[src/rtl/mux_n_pipe.sv]
// mux_n_pipe: N-input registered selector behind a 2-entry skid buffer with valid/ready, flush and sticky bad-select flag
module mux_n_pipe #(
  parameter int BUS_WIDTH = 32,
  parameter int N_INPUTS  = 4,
  parameter int SEL_W     = $clog2(N_INPUTS)
) (
  input  logic                          i_clk,
  input  logic                          i_reset,
  input  logic [SEL_W-1:0]              i_sel,
  input  logic [N_INPUTS*BUS_WIDTH-1:0] i_dato,
  input  logic                          i_valid,
  output logic                          o_ready,
  output logic [BUS_WIDTH-1:0]          o_dato,
  output logic                          o_valid,
  input  logic                          i_ready,
  input  logic                          i_flush,
  output logic                          o_sel_err
);
  localparam int N_CH = 1 << SEL_W;
  typedef enum logic [1:0] {EMPTY, ONE, FULL} state_t;
  state_t state;
  logic [BUS_WIDTH-1:0] ch [N_CH];
  logic [N_CH-1:0] in_range;
  logic [BUS_WIDTH-1:0] main_q, skid_q, sel_word;
  logic accept, consume;
  // select codes past the last channel fall back to channel 0
  for (genvar k = 0; k < N_CH; k++) begin : g_ch
    if (k < N_INPUTS) begin : g_in
      assign ch[k] = i_dato[k*BUS_WIDTH +: BUS_WIDTH];
      assign in_range[k] = 1'b1;
    end else begin : g_oor
      assign ch[k] = i_dato[BUS_WIDTH-1:0];
      assign in_range[k] = 1'b0;
    end
  end
  assign sel_word = ch[i_sel];
  assign o_valid  = state != EMPTY;
  assign o_ready  = state != FULL;
  assign o_dato   = main_q;
  assign accept   = i_valid && o_ready;
  assign consume  = o_valid && i_ready;
  always_ff @(posedge i_clk) begin
    if (i_reset) begin
      state     <= EMPTY;
      main_q    <= '0;
      skid_q    <= '0;
      o_sel_err <= 1'b0;
    end else begin
      if (accept && !in_range[i_sel]) o_sel_err <= 1'b1;
      if (i_flush) begin
        state  <= EMPTY;
        main_q <= '0;
        skid_q <= '0;
      end else begin
        case (state)
          EMPTY: if (accept) begin
            state  <= ONE;
            main_q <= sel_word;
          end
          ONE: if (accept && consume) main_q <= sel_word;
            else if (accept) begin
              state  <= FULL;
              skid_q <= sel_word;
            end else if (consume) state <= EMPTY;
          FULL: if (consume) begin
            state  <= ONE;
            main_q <= skid_q;
          end
          default: state <= EMPTY;
        endcase
      end
    end
  end
endmodule

[config.mk]
export PLATFORM = sky130hd
export DESIGN_NAME = mux_n_pipe
export DESIGN_NICKNAME = d
export VERILOG_FILES = /design/src/rtl/mux_n_pipe.sv
export SDC_FILE = /design/constraint.sdc
export NUM_CORES = 1
export LEC_CHECK = 0
export BUFFER_PORTS_ARGS = -buffer_cell sky130_fd_sc_hd__buf_2
export CORE_ASPECT_RATIO = 0.7
export CORE_UTILIZATION = 43
export CTS_CLUSTER_SIZE = 25
export DETAILED_ROUTE_END_ITERATION = 12
export HOLD_SLACK_MARGIN = 0.15
export PLACE_DENSITY = 0.83
export SETUP_SLACK_MARGIN = 0.1
export SKIP_CTS_REPAIR_TIMING = 1
export SLEW_MARGIN = 30
export SYNTH_ARGS = -nofsm -noshare
export SYNTH_HDL_FRONTEND = slang
export SYNTH_SLANG_ARGS = --single-unit
[constraint.sdc]
create_clock -name i_clk -period 1.4 [get_ports i_clk]
set_clock_uncertainty 0.15 [all_clocks]
set_input_delay 0.14 -clock i_clk [delete_from_list [all_inputs] [get_ports i_clk]]
set_output_delay 0.14 -clock i_clk [all_outputs]
set_load 0.1 [all_outputs]
==> results of run 1 <==
[cell type report]
type / instances / area, µm²
clock buffers: 10 / 239
well taps: 101 / 126
multi-input cells: 211 / 2220
repair buffers: 202 / 1390
fillers: 570 / 2640
inverters: 2 / 20.0
repair inverters: 1 / 8.76
flip-flops and latches: 66 / 1370
clock inverters: 6 / 66.3
[cells by family (layout without fill, tap and decap cells)]
| logic type | Yosys count | in the layout |
|---|---|---|
| DFF | 66 | 66 |
| other | 1 | 1 |
| and+or+nand+nor | 75 | 75 |
| AOI/OAI and AO/OA | 102 | 103 |
| buffers and inverters | 42 | 221 |
| muxes | 32 | 32 |
[sequential cells by signal, summed over array words and instances, names as in the netlist]
| name | flops |
|---|---|
| o_dato | 32 |
| skid_q | 32 |
| state | 2 |
[synthesized netlist by cell type (all sizes together) (2+ instances only)]
master  count  area share [%]
nand2      65             6.6
or2         2            0.34
clkbuf     15             1.5
buf        25             5.2
nor2b       2            0.34
dfxtp      66              36
a311oi     32              13
a22o       32             7.6
a21oi       2            0.27
a21o        2            0.61
a211oi     32             6.5
mux4       32              20
[report_power, final]
group | leakage, nW | switching [W] | internal, W | total, W
Clock | 0.141 | 0.000831 | 0.00142 | 0.00226
Combinational | 1.60 | 0.000791 | 0.000539 | 0.00133
Sequential | 0.551 | 0.0000391 | 0.00194 | 0.00198
Total | 2.29 | 0.00166 | 0.00390 | 0.00557
[critical path: stages, from the launching register on]
cell	delay [ns]
sky130_fd_sc_hd__dfxtp_4	0.37
sky130_fd_sc_hd__nor2b_4	0.26
sky130_fd_sc_hd__clkinv_8	0.13
sky130_fd_sc_hd__buf_12	0.19
[stage by stage]
step,worst slack [ns],cells
after floorplan,-0.0232,318
after global placement,-0.129,567
after detailed placement,-0.200,567
after CTS,-0.363,583
after global routing,-0.217,599
final,-0.170,599
[layer usage]
layer	routed length [µm]	global-route usage, %	vias to the layer above
li1	-	-	1610
met4	180	7.33	0
met2	5900	43.7	232
met5	0	0	-
met3	1110	7.02	16
met1	5000	31.7	1779
[path summary, 6_finish.rpt]
path	end	slack, ns	cells after the start	from
worst min register to register	skid_q[30]$_SDFFE_PP0P_	0.33	1	skid_q[30]$_SDFFE_PP0P_
worst max register to register	o_dato[2]$_SDFFE_PP0P_	-0.17	5	state[1]$_SDFFE_PP0P_
worst min-delay path	skid_q[10]$_SDFFE_PP0P_	0.11	3	i_dato[74]
worst max-delay path	o_ready	-0.17	3	state[1]$_SDFFE_PP0P_
==> out/results.md, run 1 <==
| Stage | Item | Value |
| --- | --- | --- |
| run status | Status | finished, violations left |
| run status | Violated checks | setup timing |
| drt | Total length of routed wires | 12200 µm |
| synthesis | Basic-gate share of the synthesized area counting and, or, nand and nor cells | 8.93% |
| power | VDD IR max | 0.563 mV |
| cts | Clock insertion delay at the later pin of the skew report | 0.33 ns |
| sta | Post-route clock period utilization | 112% |
| placement | Number of buffers added on ports | 168 |
| cts | CTS tree | done |
| drt | DR vias | 3637 |
| global route | Wire length of the first global-routing pass | 17400 µm |
| power | PnR Total Power | 0.00557 W |
| drt | Initial DRC count | 205 |
| cts | Clock Pin Slew Worst Setup and Hold Paths | 0.06 ns |
| synthesis | Total number of yosys warnings | 0 |
| sta | Setup WS post-layout | -0.170 ns |
| synthesis | Commonest register cell after synthesis | sky130_fd_sc_hd__dfxtp_1 |
| cells and area | Most used cells in the layout excluding fill and tap cells | sky130_fd_sc_hd__buf_2, sky130_fd_sc_hd__nand2_1 |
| global route | Number of global-route vias before repair | 3570 |
| cells and area | Ratio of cells with drive above 1 in the final layout | 68.9% |
| cells and area | Most common cell after layout, fill and taps aside | sky130_fd_sc_hd__buf_2 |
| sta | Hold Fails Final Rpt | 0 |
| floorplan | Area of the die | 8920 µm² |
| synthesis | Average cell area after synthesis | 11.5 µm² |
| cts | Clock sink count | 66 |
| cells and area | Fin util | 67.3% |
| synthesis | Number of library cell types mapped by synthesis | 27 |
| sta | Min cycle time layout | 1.57 ns |
| placement | Gp weighted congestion | 0.840 |
| sta | Max frequency | 637 MHz |
| sta | Aggregate negative setup slack | -7.40 ns |
| drt | Detailed Routing Iterations Pass 1 | 5 |
| power | Power per unit of standard cell area | 1020 nW/µm² |
| synthesis | Post-synthesis async set-or-reset flop share | 0% |
| cells and area | Final instance area | 5440 µm² |
| floorplan | Number of ports placed on the die boundary | 170 |
| sta | Final Max Tran Viols | 0 |
| synthesis | Netlist Area Pre-Place | 3670 µm² |
| placement | HPWL after detailed placement | 8090 µm |
| floorplan | Die span in y | 79.3 µm |
| setup path | Critical path start-end classification | register to output pin |
| floorplan | Cell row count | 27 |
| cts | TritonCTS buffer count | 9 |
| synthesis | EDFF count, synth | 0 |
| cells and area | Number of antenna repair diodes | 0 |
| drt | Detailed-route wire length per cell | 20.3 µm |
| sta | Setup repair after global routing missed its margin | yes |
| synthesis | Fraction of synthesized area in multiplexers | 19.6% |
| drt | Post-detailed-route count of antenna-violating nets | 0 |
| drt | DRC violation count after routing | 0 |
| placement | Post-DP Area | 4740 µm² |
| floorplan | Core area | 8070 µm² |
| floorplan | Die W | 112 µm |
| run | Count of max-cap constraint violations | 0 |
| synthesis | Dominant combinational cell family by area after synthesis | compound AO/OA/AOI/OAI gates |
| synthesis | Number of standard cells after synthesis | 318 |
| global route | Global router's overall resource usage | 25.5% |
| drt | Post-DR vias/cell | 6.07 |
| global route | Initial antenna violation count | 0 |
| setup path | Worst Setup Start Kind | register |
| worst hold path | Class of the worst hold path | input port to register |
| setup path | Type of destination of the critical path | output pin |
| sta | Setup violation total in the final timing report | 67 |
| sta | Post-Route Hold Slack | 0.109 ns |
| cts | CTS H-Tree Depth | 3 |
| synthesis | Total of flip-flops plus latches after synthesis | 66 |
| setup path | Data required, critical path | 1.11 ns |
| setup path | Crit path DAT | 1.28 ns |
| synthesis | Fraction of the yosys area taken by sequential cells | 36.0% |
| synthesis | Adder-cell area share of the yosys netlist | 0% |
| cts | Clk Tree Root Cell | sky130_fd_sc_hd__clkbuf_16 |
| synthesis | Xor/xnor share of the synthesized area | 0% |
| setup path | Largest driver fanout on the critical path | 11 |
| floorplan | Initial core utilization | 45.5% |
| synthesis | Syn_nets | 453 |
| power | Leak | 2.29 nW |
| cells and area | Number of nets in the layout | 628 |
| cts | Clk buf depth | 2 |
| global route | Pin count of the biggest net entering global routing | 35 |
| global route | Remaining global-route overflow | 0 |
| synthesis | Fraction of the mapped netlist area in compound gates | 28.4% |
| cells and area | Post-synthesis to final-layout area growth | 48.1% |
(Power assumes the default switching activity.)
==> run 2, diff against run 1 <==
==> constraint.sdc (replaced) <==
create_clock -name i_clk -period 1.4 [get_ports i_clk]
set_clock_uncertainty 0.15 [all_clocks]
set_input_delay 0.21 -clock i_clk [delete_from_list [all_inputs] [get_ports i_clk]]
set_output_delay 0.21 -clock i_clk [all_outputs]
set_load 0.1 [all_outputs]
==> run 2 against run 1 <==
- the run still ends with setup timing left
- register-to-register slack got worse by 0.09 ns
- die area unchanged
- combinational power increased by 11%
- via count grew 4.8%
- first-iteration DRC count up 73%
- final cell count grew 1.3%
- sequential share of layout area fell by 1.8 points
- flip-flop and latch count unchanged
==> out/results.md, run 2 (synthesis results as in run 1) <==
| Stage | Item | Value | Delta |
| --- | --- | --- | --- |
| cts | Clk buf depth | 2 | unchanged |
| drt | Post-DR vias/cell | 6.28 | +3.4% |
| setup path | Crit path DAT | 1.69 ns | +0.41 ns |
| drt | Post-detailed-route count of antenna-violating nets | 0 | unchanged |
| floorplan | Cell row count | 27 | unchanged |
| sta | Final Max Tran Viols | 0 | unchanged |
| sta | Post-route clock period utilization | 118% | +6.3 points |
| run status | Status | finished, violations left |  |
| setup path | Worst Setup Start Kind | register |  |
| setup path | Largest driver fanout on the critical path | 16 | +5 |
| global route | Number of global-route vias before repair | 3743 | +4.8% |
| floorplan | Area of the die | 8920 µm² | unchanged |
| cells and area | Most used cells in the layout excluding fill and tap cells | sky130_fd_sc_hd__buf_2, sky130_fd_sc_hd__nand2_1, sky130_fd_sc_hd__buf_12 |  |
| global route | Pin count of the biggest net entering global routing | 35 | unchanged |
| sta | Min cycle time layout | 1.66 ns | +0.0877 ns |
| drt | DR vias | 3810 | +4.8% |
| placement | Number of buffers added on ports | 168 | unchanged |
| power | Switching Fraction | 30.8% | +0.95 points |
| drt | Initial DRC count | 355 | +73% |
| cts | Clock insertion delay at the later pin of the skew report | 0.32 ns | about the same |
| cells and area | Number of nets in the layout | 636 | +1.3% |
| global route | Initial antenna violation count | 0 | unchanged |
| cts | TritonCTS buffer count | 9 | unchanged |
| setup path | Type of destination of the critical path | register |  |
| drt | Total length of routed wires | 13500 µm | +11% |
| power | Clock network fraction of total power | 36.3% | -4.2 points |
| global route | Global router's overall resource usage | 26.6% | +1.1 points |
| cells and area | Post-synthesis to final-layout area growth | 59.8% |  |
| placement | HPWL after detailed placement | 8600 µm | +6.3% |
| cts | Clock Pin Slew Worst Setup and Hold Paths | 0.06 ns | about the same |
| cts | CTS tree | done |  |
| power | Sequential fraction of design power | 36.6% | +1.0 points |
| setup path | Critical path start-end classification | register to register |  |
| sta | Setup violation total in the final timing report | 66 | -1.5% |
| global route | Global route hottest layer | met2 |  |
| sta | Setup repair after global routing missed its margin | yes |  |
| global route | Wire length of the first global-routing pass | 18400 µm | +5.9% |
| setup path | Data required, critical path | 1.43 ns | +0.32 ns |
| cts | Clock sink count | 66 | unchanged |
| sta | Max frequency | 603 MHz | -5.3% |
| drt | Detailed-route wire length per cell | 22.2 µm | +9.1% |
| floorplan | Number of ports placed on the die boundary | 170 | unchanged |
| cells and area | Most common cell after layout, fill and taps aside | sky130_fd_sc_hd__buf_2 |  |
| cells and area | Number of antenna repair diodes | 0 | unchanged |
| power | Leak | 2.42 nW | +5.4% |
| drt | DRC violation count after routing | 0 | unchanged |
| sta | Setup WS post-layout | -0.258 ns | -0.0877 ns |
| power | Power per unit of standard cell area | 934 nW/µm² | -8.7% |
| power | VDD IR max | 0.809 mV | +44% |
| global route | Remaining global-route overflow | 0 | unchanged |
| global route | Met1 Usage GRT | 31.4% | -0.27 points |
| global route | Met3 track demand over resource | 7.63% | +0.61 points |
| cts | CTS H-Tree Depth | 3 | unchanged |
| placement | Placed Cells incl. Taps | 572 | +0.88% |
| power | Power Internal | 0.00379 W | -2.9% |
| global route | Global-route track usage on met2 | 45.9% | +2.2 points |
| placement | Gp weighted congestion | 0.807 | -3.9% |
| worst hold path | Class of the worst hold path | input port to register |  |
| drt | Detailed Routing Iterations Pass 1 | 9 | +4 |
| floorplan | Die span in y | 79.3 µm | unchanged |
| run status | Violated checks | setup timing |  |
| run | Count of max-cap constraint violations | 0 | unchanged |
| floorplan | Initial core utilization | 45.5% | unchanged |
| cells and area | Number of non-filler instances in the completed layout | 607 | +1.3% |
| power | Net switching power | 0.00169 W | +1.6% |
| cts | Clk Tree Root Cell | sky130_fd_sc_hd__clkbuf_16 |  |
| floorplan | Core area | 8070 µm² | unchanged |
| placement | Post-Place Setup Slack | -0.238 ns | -0.0383 ns |
| floorplan | Die W | 112 µm | unchanged |
| power | Comb power frac | 27.1% | +3.2 points |
| cells and area | Filler Cell Count | 493 | -14% |
| sta | Hold Fails Final Rpt | 0 | unchanged |
| cells and area | Fin util | 72.7% | +5.3 points |
| cells and area | Ratio of cells with drive above 1 in the final layout | 67.6% | -1.3 points |
==> run 2: changes by cell type in the layout (fill, tap and decap cells not counted), moves of 3 or more <==
| cell | before | now |
|---|---|---|
| sky130_fd_sc_hd__buf_12 | 11 | 45 |
| sky130_fd_sc_hd__clkinv_2 | 1 | 5 |
| sky130_fd_sc_hd__clkbuf_4 | 23 | 0 |
| sky130_fd_sc_hd__clkinvlp_4 | 3 | 0 |
| sky130_fd_sc_hd__buf_6 | 8 | 4 |
| sky130_fd_sc_hd__nand2_1 | 55 | 65 |
| sky130_fd_sc_hd__nand2_2 | 8 | 0 |
==> run 2: worst paths after layout <==
path                                from                endpoint  slack (ns)  cells past startpoint
hold / removal                   i_ready   state[0]$_SDFFE_PP0P_        0.17                      4
hold reg to reg   skid_q[1]$_SDFFE_PP0P_  skid_q[1]$_SDFFE_PP0P_        0.33                      1
setup / recovery   state[0]$_SDFFE_PP0P_  o_dato[4]$_SDFFE_PP0P_       -0.26                      3
setup reg to reg   state[0]$_SDFFE_PP0P_  o_dato[4]$_SDFFE_PP0P_       -0.26                      3
==> run 2: per-stage QoR <==
stage	setup TNS [ns]	instance area, µm²	hold WS, ns	power, W
after global routing	-15.13	5870	0.190	0.00565
final	-11.60	5870	0.168	0.00548
after detailed placement	-11.85	5250	0.315	0.00343
after global placement	-8.94	5250	0.311	0.00340
after CTS	-10.11	5510	0.0645	0.00538
after floorplan	-1.38	3780	0.132	0.00291
==> run 2: final cells by class <==
cell class                 count  area [µm²]  share of cell area [%]
sequential                    66        1370                    23.3
clock buffer                  10         229                    3.90
multi-input combinational    212        2210                    37.6
timing repair buffer         210        1890                    32.2
tap                          101         126                    2.15
clock inverter                 6        33.8                   0.576
inverter                       2        10.0                   0.171
==> run 2: per-layer routing <==
metal | up-vias | wire length, µm | part of all wire (%)
li1 | 1630 | - | -
met1 | 1834 | 5100 | 38
met2 | 283 | 6520 | 48
met3 | 63 | 1290 | 9.6
met4 | 0 | 560 | 4.2
met5 | - | 0 | 0
==> run 2: worst max-delay path: stages (launching register included) <==
cell and delay [ns]:
sky130_fd_sc_hd__dfxtp_4 0.39, sky130_fd_sc_hd__and3b_2 0.47, sky130_fd_sc_hd__a21o_4 0.34, sky130_fd_sc_hd__a311oi_2 0.15
==> run 2: power groups by stage <==
stage,Sequential (W),Clock (W),Combinational [W]
floorplan,0.00234,0,0.000569
global placement,0.00204,0,0.00136
detailed placement,0.00204,0,0.00139
CTS,0.00201,0.00198,0.00139
global route,0.00201,0.00210,0.00154
finish,0.00201,0.00199,0.00148
